File: src/rtl/ssp_pkg.sv
// Shared constants and types for the SSP transmit path.
package ssp_pkg;
  localparam int WORD_W     = 8;
  localparam int FRAME_PCLK = 18;

  typedef enum logic [1:0] {
    IDLE  = 2'd0,
    OFFER = 2'd1,
    HOLD  = 2'd2
  } state_t;

  // Talker read/write strobe: READ (0) means the talker takes txdata this cycle.
  localparam logic RW_READ  = 1'b0;
  localparam logic RW_WRITE = 1'b1;
endpackage

File: src/rtl/ssp_rr_picker.sv
// Combinational round-robin picker: first eligible channel after 'last', wrapping.
module ssp_rr_picker #(
  parameter int NCH = 4,
  parameter int IDW = 2
) (
  input  logic [NCH-1:0] e,
  input  logic [IDW-1:0] last,
  output logic [IDW-1:0] sel,
  output logic           any
);
  function automatic logic [IDW-1:0] wrap(input int v);
    return IDW'(v % NCH);
  endfunction

  // Walk from the farthest offset down so the nearest eligible channel wins.
  always_comb begin
    sel = '0;
    any = 1'b0;
    for (int k = NCH; k >= 1; k--) begin
      if (e[wrap(int'(last) + k)]) begin
        sel = wrap(int'(last) + k);
        any = 1'b1;
      end
    end
  end
endmodule

File: src/rtl/ssp_tx_arbiter.sv
// Round-robin arbiter sharing one SSP talker among NCH word requesters.
module ssp_tx_arbiter
  import ssp_pkg::*;
#(
  parameter int NCH        = 4,
  parameter int IDW        = 2,
  parameter int FRAME_PCLK = ssp_pkg::FRAME_PCLK
) (
  input  logic                         pclk,
  input  logic                         clear,
  input  logic [NCH-1:0]               ch_en,
  input  logic [NCH-1:0]               req_valid,
  input  logic [NCH-1:0][WORD_W-1:0]   req_data,
  output logic [NCH-1:0]               req_pop,
  output logic [WORD_W-1:0]            txdata,
  output logic                         txhasword,
  input  logic                         txfifo_rw,
  input  logic                         rxfifoint,
  output logic [IDW-1:0]               grant_id,
  output logic                         busy
);
  localparam int CW = $clog2(FRAME_PCLK) + 1;

  state_t            state, state_n;
  logic [CW-1:0]     counter, counter_n;
  logic [IDW-1:0]    last, last_n;
  logic [IDW-1:0]    grant_n, sel;
  logic [WORD_W-1:0] txdata_n;
  logic [NCH-1:0]    pop_n;
  logic              hw_n, busy_n, any;

  ssp_rr_picker #(.NCH(NCH), .IDW(IDW)) u_pick (
    .e    (req_valid & ch_en),
    .last (last),
    .sel  (sel),
    .any  (any)
  );

  always_comb begin
    state_n   = state;
    counter_n = counter;
    last_n    = last;
    grant_n   = grant_id;
    txdata_n  = txdata;
    pop_n     = '0;
    hw_n      = txhasword;
    busy_n    = busy;
    case (state)
      IDLE: begin
        if (!rxfifoint && any) begin
          txdata_n   = req_data[sel];
          grant_n    = sel;
          last_n     = sel;
          pop_n[sel] = 1'b1;
          hw_n       = 1'b1;
          busy_n     = 1'b1;
          state_n    = OFFER;
        end
      end
      OFFER: begin
        if (txfifo_rw == RW_READ) begin
          hw_n      = 1'b0;
          counter_n = CW'(FRAME_PCLK - 1);
          state_n   = HOLD;
        end
      end
      HOLD: begin
        if (counter == '0) begin
          busy_n  = 1'b0;
          state_n = IDLE;
        end else begin
          counter_n = counter - CW'(1);
        end
      end
      default: state_n = IDLE;
    endcase
  end

  always_ff @(posedge pclk or negedge clear) begin
    if (!clear) begin
      state     <= IDLE;
      counter   <= '0;
      last      <= IDW'(NCH - 1);
      grant_id  <= '0;
      txdata    <= '0;
      req_pop   <= '0;
      txhasword <= 1'b0;
      busy      <= 1'b0;
    end else begin
      state     <= state_n;
      counter   <= counter_n;
      last      <= last_n;
      grant_id  <= grant_n;
      txdata    <= txdata_n;
      req_pop   <= pop_n;
      txhasword <= hw_n;
      busy      <= busy_n;
    end
  end
endmodule

File: config.mk
export PLATFORM = sky130hd
export DESIGN_NAME = ssp_tx_arbiter
export DESIGN_NICKNAME = d
export VERILOG_FILES = /design/src/rtl/ssp_pkg.sv /design/src/rtl/ssp_rr_picker.sv /design/src/rtl/ssp_tx_arbiter.sv
export SDC_FILE = /design/constraint.sdc
export NUM_CORES = 1
export LEC_CHECK = 0
export ABC_CLOCK_PERIOD_IN_PS = 5700
export BUFFER_PORTS_ARGS = -buffer_cell sky130_fd_sc_hd__buf_2
export CAP_MARGIN = 20
export CORE_ASPECT_RATIO = 1.4
export CORE_MARGIN = 2
export CORE_UTILIZATION = 30
export CTS_BUF_LIST = sky130_fd_sc_hd__clkbuf_8
export CTS_CLUSTER_SIZE = 8
export DETAILED_ROUTE_END_ITERATION = 16
export GPL_TIMING_DRIVEN = 0
export REMOVE_ABC_BUFFERS = 1
export SYNTH_ARGS = -nofsm -noshare
export SYNTH_HDL_FRONTEND = slang
export SYNTH_HIERARCHICAL = 1
export SYNTH_SLANG_ARGS = --single-unit
File: constraint.sdc
create_clock -name pclk -period 5.7 [get_ports pclk]
set_input_delay 1.71 -clock pclk [delete_from_list [all_inputs] [get_ports pclk]]
set_output_delay 1.71 -clock pclk [all_outputs]
set_load 0.01 [all_outputs]
==> metrics, run 1 <==
DR DRC count=0; status=complete, no violations; Reg area=653 µm²; DRT iter0 DRCs=19; post-CTS setup buffers=0; Initial Util=30.7%; Max H-tree Level=1; CORE AREA=4800 µm²; synthesized flop and latch total=26; Hold WS=479 ps; clock root buffer=clkbuf_8; GRT Util Overall=13.0%; FMAX=284 MHz; Setup TNS=0 ps; slew margin rel.=36.1%; final worst path period need=3520 ps; pin count of the biggest net entering global routing=27; worst hold endpoint=txdata[2]; MaxCap Viol Count=0; clk buf depth=2; largest cells by area after synthesis=dfrtp_1, mux4_2, nand2_1; site row count=30; gpl congestion=0.779; worst r2r src=last[1]; hold path start=txdata[2]; Layout area overhead=26.1%; full die area=5500 µm²; FF-to-FF path depth=6; share of cells above drive strength 1=40.6%; clock skew=3.18 ps; Worst EP required=5860 ps; PortBufs=59; # IOs=60; reg2reg setup slack=3350 ps; CTS tree=done; P per Cell Area=397 nW/µm²; TritonCTS Buffers=3; mapped cell area=1470 µm²; Yosys warnings=6; DP Wirelength=2580 µm; drt wl/cell=12.6 µm; WL final=3360 µm; Setup CP Type=in2reg; setup violators final=0; Pre-Repair DR Iteration Count=4; cell leakage power=0.920 nW; Final Cell Area=1860 µm²; CP endpoint kind=flop; RSZ-0062 raised after global routing=false; Die Span X=63.2 µm; reg2reg end=txdata[2]; Die Y=86.9 µm; post-synth top area share=40.7%; critical-path maximum fanout=12; crit path launch type=primary input; clk slew on worst S/H paths=90 ps; CTS resizes=0; # diodes=0; area occupied by multi-input gates=748 µm²; Final ANT Viol Nets=0; Synth cell types=38; Hold WC Path Type=reg2reg; DP Area=1810 µm²; final period utilization=61.8%; syn avg cell area=10.2 µm²; Vias=1279; Slew Limit Fails=0; sequential-to-total area share from yosys stat=44.3%; final net count=249; worst hold path depth=2; GRT overflow=0; initial antenna violation count=0; Max VDD drop=0.000169 V; Vias/cell=4.81; # hold bufs at CTS=0; Final Hold Viols=0; crit path DAT=3690 ps; Pwr Total=0.738 mW; global-route wire length before repair=5710 µm; clk sinks=26; clk_lat worst skew=270 ps; number of global-route vias before repair=1297; Tightest Pin Transition=958 ps; Post-Syn Instances=145; Synth area leader=dfrtp_1; Filler cells=527
[cells in the final DEF, fill, tap and decap left out, drive strengths merged, types with 2 or more instances in the layout]
| cell type | instances |
|---|---|
| a21oi | 6 |
| dfstp | 2 |
| a31oi | 2 |
| buf | 61 |
| nand2b | 7 |
| and2 | 4 |
| nor3b | 3 |
| or3 | 2 |
| mux2i | 3 |
| clkbuf | 3 |
| mux4 | 8 |
| dfrtp | 24 |
| nor4 | 2 |
| nor2 | 6 |
| nand2 | 40 |
| o31ai | 4 |
| ha | 2 |
| inv | 7 |
[synthesized netlist by cell type]
library cell   n
a21o_1         1
a21oi_1        5
a21oi_2        1
a311oi_1       1
a31oi_1        2
and2_1         4
and2b_1        1
and3_1         1
buf_2          3
buf_6          3
clkbuf_1       2
dfrtp_1       24
dfstp_2        2
ha_1           2
inv_1          6
mux2i_1        3
mux4_2         8
nand2_1       40
nand2b_1       7
nand3_1        1
nand3b_1       1
nor2_1         6
nor3_2         1
nor3b_1        2
nor3b_2        1
nor4_1         1
nor4_2         1
nor4b_1        1
o2111ai_1      1
o211ai_1       1
o21a_1         1
o21ai_0        1
o221ai_2       1
o31ai_1        4
or2_2          1
or3_1          2
or3b_2         1
or4b_1         1
[cells by family (layout without fill, tap and decap cells)]
logic type / count (synthesis) / in the layout / synth area share [%]
compound gates: 19 / 19 / 9.25
fa+ha+maj: 2 / 2 / 1.70
buf+inv: 14 / 71 / 5.35
flops: 26 / 26 / 44.3
mux: 11 / 11 / 14.3
simple gates: 73 / 73 / 25.1
[through the flow]
step,setup WS [ps],util [%],instances
after floorplan,2200,-,137
after global placement,1620,37.3,260
after detailed placement,1840,37.8,262
after CTS,2130,38.7,266
after global routing,1990,38.7,266
final,2180,38.7,266
[power by group]
part | switching (mW) | internal, mW
Clock | 0.0559 | 0.0482
Sequential | 0.0628 | 0.257
Combinational | 0.168 | 0.146
Total | 0.287 | 0.452
[registers in the layout, indices dropped and copies added (netlist names)]
| signal | count |
|---|---|
| grant_id | 2 |
| req_pop | 4 |
| counter | 6 |
| state | 2 |
| txdata | 8 |
| last | 2 |
| busy | 1 |
| txhasword | 1 |
[cell type report]
cell class / instances / area share [%]
clock inverters: 1 / 0.202
well taps: 64 / 4.31
repair buffers: 61 / 16.7
flip-flops and latches: 26 / 35.1
multi-input cells: 105 / 40.2
inverters: 6 / 1.21
clock buffers: 3 / 2.22
[per-layer routing]
metal	up-vias	wire length, µm	GRT usage [%]
met4	0	24	3.95
met1	617	1390	14.7
met2	36	1750	24.4
met5	-	0	0
met3	4	182	2.98
li1	622	-	-
[critical path: stages]
cell and delay (ps):
buf_2 90, and2_1 160, and2b_1 230, a21oi_2 40
o221ai_2 730, mux4_2 600, nand2_1 80, nand2_1 40
[worst max-delay path by stage]
stage,startpoint,to,cells after the start
after floorplan,req_valid[2],txdata[0],7
after global placement,req_valid[1],req_pop[1],7
after detailed placement,req_valid[2],txdata[2],8
after CTS,req_valid[2],txdata[2],8
after global routing,req_valid[2],txdata[1],8
final,req_valid[2],txdata[2],8
(Power assumes the default switching activity.)
==> inputs of run 2 (changes only) <==
--- a/config.mk
+++ b/config.mk
@@ -5,7 +5,8 @@
 export SDC_FILE = /design/constraint.sdc
 export NUM_CORES = 1
 export LEC_CHECK = 0
-export ABC_CLOCK_PERIOD_IN_PS = 5700
+export ABC_AREA = 1
+export ABC_CLOCK_PERIOD_IN_PS = 3100
 export BUFFER_PORTS_ARGS = -buffer_cell sky130_fd_sc_hd__buf_2
 export CAP_MARGIN = 20
 export CORE_ASPECT_RATIO = 1.4
==> constraint.sdc (replaced) <==
create_clock -name pclk -period 3.1 [get_ports pclk]
set_input_delay 0.93 -clock pclk [delete_from_list [all_inputs] [get_ports pclk]]
set_output_delay 0.93 -clock pclk [all_outputs]
set_load 0.01 [all_outputs]
==> run 2 against run 1 <==
Against the previous run:
- die area grew 9.5%
- largest power group is now combinational cells
- global-route usage grew 0.44 points
- clock skew is essentially flat
- final area grew 7.1%
- sequential cell count is the same
- synthesized area grew 10%
- register-to-register slack lost 2800 ps
- utilization shrank 0.37 points
- count of clock-buffer cells in the layout is the same
- clock power grew to 2.7 times the previous value
- worst hold slack lost 9.6 ps
- highest routed layer unchanged
- first-iteration DRC count grew 130%
==> metrics, run 2 <==
P per Cell Area=994 nW/µm² (was 397 nW/µm²); Synth area leader=dfrtp_1 (unchanged); RSZ-0062 raised after global routing=false (unchanged); GRT Util Overall=13.5% (was 13.0%); hold path start=busy (was txdata[2]); Worst EP required=3280 ps (was 5860 ps); Die Span X=66.2 µm (was 63.2 µm); largest cells by area after synthesis=dfrtp_1, nand2_1, nor2_1 (was dfrtp_1, mux4_2, nand2_1); EDFF count, synth=0 (unchanged); CP peak stage delay=520 ps (was 730 ps); clk_lat worst skew=270 ps (about the same); dominant synthesized flop cell=dfrtp_1 (unchanged); Max VDD drop=0.000391 V (was 0.000169 V); DP Wirelength=2720 µm (was 2580 µm); crit-path cells=buf_2, nand2_1, inv_1, inv_1, nand2_1, nand3_1, nand2_1, inv_1, nand2_1, nand2_1, nand2_1, nand2_1, inv_2, o21ai_0, o21ai_1, nand2_1, nand2_1 (was buf_2, and2_1, and2b_1, a21oi_2, o221ai_2, mux4_2, nand2_1, nand2_1); initial antenna violation count=0 (unchanged); clk slew on worst S/H paths=90 ps (about the same); sequential-to-total area share from yosys stat=40.2% (was 44.3%); drt wl/cell=10.2 µm (was 12.6 µm); syn avg cell area=6.96 µm² (was 10.2 µm²); final period utilization=86.6%; final worst path period need=2690 ps; clock skew=3.59 ps (was 3.18 ps); Setup CP Type=in2reg (unchanged); most frequent cells in the layout=nand2_1, buf_2, nor2_1 (was buf_2, nand2_1, dfrtp_1); MaxCap Viol Count=0 (unchanged); setup violators final=0 (unchanged); GRT overflow=0 (unchanged); Synth cell types=24 (was 38); Setup TNS=0 ps (unchanged); max reg flops=8 (unchanged); top post-synthesis cells by count=nand2_1, nor2_1, dfrtp_1 (was nand2_1, dfrtp_1, mux4_2); Yosys warnings=6 (unchanged); # diodes=0 (unchanged); post-CTS setup buffers=0 (unchanged); Buf/Inv on CP=5 (was 1); cell family with most CP delay=simple AND/OR/NAND/NOR gates (was compound AO/OA/AOI/OAI gates); global-route wire length before repair=6590 µm (was 5710 µm); CP max stage cell=nand2_1 (was o221ai_2); crit path launch type=primary input (unchanged); gpl congestion=0.807 (was 0.779); clock root buffer=clkbuf_8 (unchanged); Die Y=91.0 µm (was 86.9 µm); Post-Syn Instances=233 (was 145); final net count=335 (was 249); CTS resizes=0 (unchanged); Vias=1599 (was 1279); slew margin rel.=51.7% (was 36.1%); crit path DAT=2860 ps (was 3690 ps); share of cells above drive strength 1=28.8% (was 40.6%); most common cell after layout, fill and taps aside=nand2_1 (was buf_2); # hold bufs at CTS=0 (unchanged); synthesized flop and latch total=26 (unchanged); CP endpoint kind=flop (unchanged); TritonCTS Buffers=3 (unchanged); ys async rst share=100% (unchanged); Slew Limit Fails=0 (unchanged); Cell Count, Final, Fillers Out=354 (was 266); PortBufs=59 (unchanged); cell count after placement=350 (was 262); Final ANT Viol Nets=0 (unchanged); worst r2r src=last[0] (was last[1]); # IOs=60 (unchanged); FMAX=372 MHz; cell with the most instances after synthesis=nand2_1 (unchanged); Initial Util=31.2% (was 30.7%); Most common cell on crit path=nand2_1 (unchanged); Pre-Repair DR Iteration Count=4 (unchanged); clk sinks=26 (unchanged); WL final=3620 µm (was 3360 µm); DRT iter0 DRCs=43 (was 19); clk buf depth=2 (unchanged); Final Core Density=38.3% (was 38.7%); Tightest Pin Transition=723 ps (was 958 ps); reg2reg setup slack=560 ps (was 3350 ps); number of global-route vias before repair=1529 (was 1297); cell leakage power=1.13 nW (was 0.920 nW); CTS tree=done (unchanged); CORE AREA=5200 µm² (was 4800 µm²); mapped cell area=1620 µm² (was 1470 µm²); site row count=31 (was 30); Vias/cell=4.52 (was 4.81); Final Hold Viols=0 (unchanged); Hold WC Path Type=reg2reg (unchanged); DR DRC count=0 (unchanged); Max H-tree Level=1 (unchanged); post-synth top area share=37.0% (was 40.7%); Critical Path Source=req_valid[1] (was req_valid[2]); largest reg by FF count=txdata (unchanged); largest registers=txdata (8), counter (6), req_pop (4) (unchanged); status=complete, no violations (unchanged); Layout area overhead=22.7% (was 26.1%); critical-path maximum fanout=20 (was 12); full die area=6020 µm² (was 5500 µm²); pin count of the biggest net entering global routing=27 (unchanged)
[run 2: cell count changes after synthesis, moves of 6 or more]
cell / delta
inv_1: +14
nor2_1: +33
nand3_1: +11
o21ai_1: +13
nand2_2: +6
nand2b_1: -7
o21ai_0: +15
mux4_2: -8
nand2_1: +33
[run 2: final timing paths]
check	end	cells after the start
max reg2reg	txdata[7]	13
max	txdata[7]	17
min in group asynchronous	busy	1
min reg2reg	busy	2
max in group asynchronous	counter[3]	1
min	busy	2
[run 2: per-stage QoR]
step | area (µm²) | setup WS, ps | total power, mW | hold slack [ps]
2_1_floorplan | 1540 | 660 | 1.40 | 466
3_3_place_gp | 1920 | 123 | 1.69 | 459
3_5_place_dp | 1920 | 95.2 | 1.71 | 454
4_1_cts | 1990 | 401 | 2.01 | 477
5_1_grt | 1990 | 54.5 | 2.21 | 506
6_report | 1990 | 414 | 1.98 | 469
[run 2: where the power goes]
part / internal, mW / total, mW / switching, mW
clock network: 0.173 / 0.282 / 0.109
logic: 0.392 / 1.10 / 0.703
registers: 0.492 / 0.603 / 0.111
[run 2: final cells by class]
cell class / instances / area, µm²
Tap cell: 66 / 82.6
Clock inverter: 1 / 30.0
Multi-Input combinational cell: 175 / 792
Inverter: 24 / 97.6
Clock buffer: 3 / 41.3
Fill cell: 602 / 3210
Timing Repair Buffer: 59 / 295
Sequential cell: 26 / 653
[run 2: per-layer routing]
metal | track usage [%] | wire length [µm]
met5 | 0 | 0
met4 | 4.08 | 51
met3 | 2.11 | 166
met2 | 22.6 | 1810
met1 | 17.5 | 1600
[run 2: cells by family after synthesis]
kind of cell             share of synthesized area, %
flip-flops                                       40.2
AO/OA/AOI/OAI                                    9.95
AND/OR/NAND/NOR                                  36.2
XOR/XNOR                                         1.08
buffers and inverters                            10.9
adder cells (fa/ha/maj)                          1.54
[run 2: worst register-to-register path, stage by stage, from the launching register on]
cell	delay, ps
dfstp_2	680
nand2_1	100
o21ai_2	90
nand2_1	90
nand2_1	60
nand2_1	60
nand2_1	50
nand2_1	40
nand2_1	520
inv_2	270
o21ai_0	260
o21ai_1	100
nand2_1	60
nand2_1	50
==> inputs of run 3 (changes only) <==
--- a/config.mk
+++ b/config.mk
@@ -16,6 +16,7 @@
 export CTS_CLUSTER_SIZE = 8
 export DETAILED_ROUTE_END_ITERATION = 16
 export GPL_TIMING_DRIVEN = 0
+export MAX_ROUTING_LAYER = met4
 export REMOVE_ABC_BUFFERS = 1
 export SYNTH_ARGS = -nofsm -noshare
 export SYNTH_HDL_FRONTEND = slang
==> run 3 against run 2 <==
Against the previous run:
- sequential share of layout area is the same
- register-to-register slack hardly changed
- worst hold slack unchanged
- maximum frequency about the same
- sequential cell count did not move
- routed wire length stayed put
- combinational power is essentially flat
- worst setup slack barely moved
- global-route usage grew 0.36 points
- critical path type unchanged
- highest routed layer unchanged
==> metrics, run 3 (synthesis results as in run 2) <==
Vias/cell=4.52 (unchanged); Final Core Density=38.3% (unchanged); final worst path period need=2690 ps (about the same); status=complete, no violations (unchanged); Final ANT Viol Nets=0 (unchanged); pin count of the biggest net entering global routing=27 (unchanged); CTS resizes=0 (unchanged); CORE AREA=5200 µm² (unchanged); FF-to-FF path depth=13 (unchanged); clk slew on worst S/H paths=90 ps (about the same); worst hold path depth=2 (unchanged); CTS tree=done (unchanged); Filler cells=602 (unchanged); Max H-tree Level=1 (unchanged); largest registers=txdata (8), counter (6), req_pop (4) (unchanged); full die area=6020 µm² (unchanged); P per Cell Area=994 nW/µm² (about the same); reg2reg end=txdata[7] (unchanged); DRT iter0 DRCs=43 (unchanged); GRT overflow=0 (unchanged); TritonCTS Buffers=3 (unchanged); Max VDD drop=0.000391 V (unchanged); DP Wirelength=2720 µm (unchanged); clock skew=3.59 ps (unchanged); post-CTS setup buffers=0 (unchanged); RSZ-0062 raised after global routing=false (unchanged); Hold WC Path Type=reg2reg (unchanged); drt wl/cell=10.2 µm (unchanged); # IOs=60 (unchanged); DR DRC count=0 (unchanged); most common cell after layout, fill and taps aside=nand2_1 (unchanged); largest reg by FF count=txdata (unchanged); Pre-Repair DR Iteration Count=4 (unchanged); # hold bufs at CTS=0 (unchanged); GRT Util Overall=13.8% (was 13.5%); Setup TNS=0 ps (unchanged); Die Y=91.0 µm (unchanged); Slew Limit Fails=0 (unchanged); # diodes=0 (unchanged); Die Span X=66.2 µm (unchanged); crit path launch type=primary input (unchanged); hold path start=busy (unchanged); number of global-route vias before repair=1529 (unchanged); Cell Count, Final, Fillers Out=354 (unchanged); final period utilization=86.6% (about the same); setup violators final=0 (unchanged); initial antenna violation count=0 (unchanged); clk_lat worst skew=270 ps (about the same); most frequent cells in the layout=nand2_1, buf_2, nor2_1 (unchanged); worst r2r src=last[0] (unchanged); crit path DAT=2860 ps (about the same); clk sinks=26 (unchanged); critical-path maximum fanout=20 (unchanged); Layout area overhead=22.7% (unchanged); cell count after placement=350 (unchanged); slew margin rel.=51.7% (about the same); clk buf depth=2 (unchanged); PortBufs=59 (unchanged); FMAX=372 MHz (about the same); Tightest Pin Transition=723 ps (about the same); cell leakage power=1.13 nW (unchanged); share of cells above drive strength 1=28.8% (unchanged); Setup CP Type=in2reg (unchanged); worst hold endpoint=busy (unchanged); gpl congestion=0.819 (was 0.807); clock root buffer=clkbuf_8 (unchanged); Worst EP required=3280 ps (about the same); Initial Util=31.2% (unchanged); reg2reg setup slack=560 ps (about the same); site row count=31 (unchanged); MaxCap Viol Count=0 (unchanged); final net count=335 (unchanged); Vias=1599 (unchanged); global-route wire length before repair=6590 µm (unchanged); Final Hold Viols=0 (unchanged); max reg flops=8 (unchanged); WL final=3620 µm (unchanged); CP endpoint kind=flop (unchanged)
-- run 3: worst max-delay path, cell delays in order --
cell and delay [ps]:
buf_2 100, nand2_1 50, inv_1 30, inv_1 70, nand2_1 70, nand3_1 110
nand2_1 60, inv_1 50, nand2_1 50, nand2_1 50, nand2_1 40, nand2_1 520
inv_2 260, o21ai_0 250, o21ai_1 100, nand2_1 60, nand2_1 50
-- run 3: cell type report --
class                      instances  area, µm²  share of cell area [%]
clock buffer                       3       41.3                    2.07
sequential                        26        653                    32.8
clock inverter                     1       30.0                    1.51
timing repair buffer              59        295                    14.8
tap                               66       82.6                    4.15
inverter                          24       97.6                    4.90
multi-input combinational        175        792                    39.8
-- run 3: power breakdown --
group | internal, mW | switching [mW] | total [mW]
registers | 0.492 | 0.111 | 0.603
logic | 0.393 | 0.703 | 1.10
clock network | 0.173 | 0.109 | 0.282
total | 1.06 | 0.924 | 1.98
-- run 3: layer usage --
layer	routed length (µm)	share of wire (%)	track usage (%)	vias up
met5	0	0	-	-
met4	51	1.4	4.08	0
met3	155	4.3	1.86	6
met2	1810	50	22.6	46
met1	1610	44	17.7	713
li1	-	-	-	834
-- run 3: worst max path at each step --
stage                  from  cells after the start         to  slack [ps]
6_report       req_valid[1]                     17  txdata[7]         410
5_1_grt        req_valid[1]                     16  txdata[7]          50
4_1_cts        req_valid[1]                     17  txdata[7]         400
3_5_place_dp   req_valid[1]                     17  txdata[7]         100
3_3_place_gp   req_valid[1]                     17  txdata[7]         120
2_1_floorplan  req_valid[3]                     14  txdata[0]         660
-- run 3: stage by stage --
stage / total power [mW] / instance area [µm²] / setup WS, ps / hold slack [ps]
global route: 2.21 / 1990 / 54.5 / 506
global placement: 1.69 / 1920 / 123 / 459
finish: 1.98 / 1990 / 414 / 469
detailed placement: 1.71 / 1920 / 95.2 / 454
floorplan: 1.40 / 1540 / 660 / 466
CTS: 2.01 / 1990 / 401 / 477
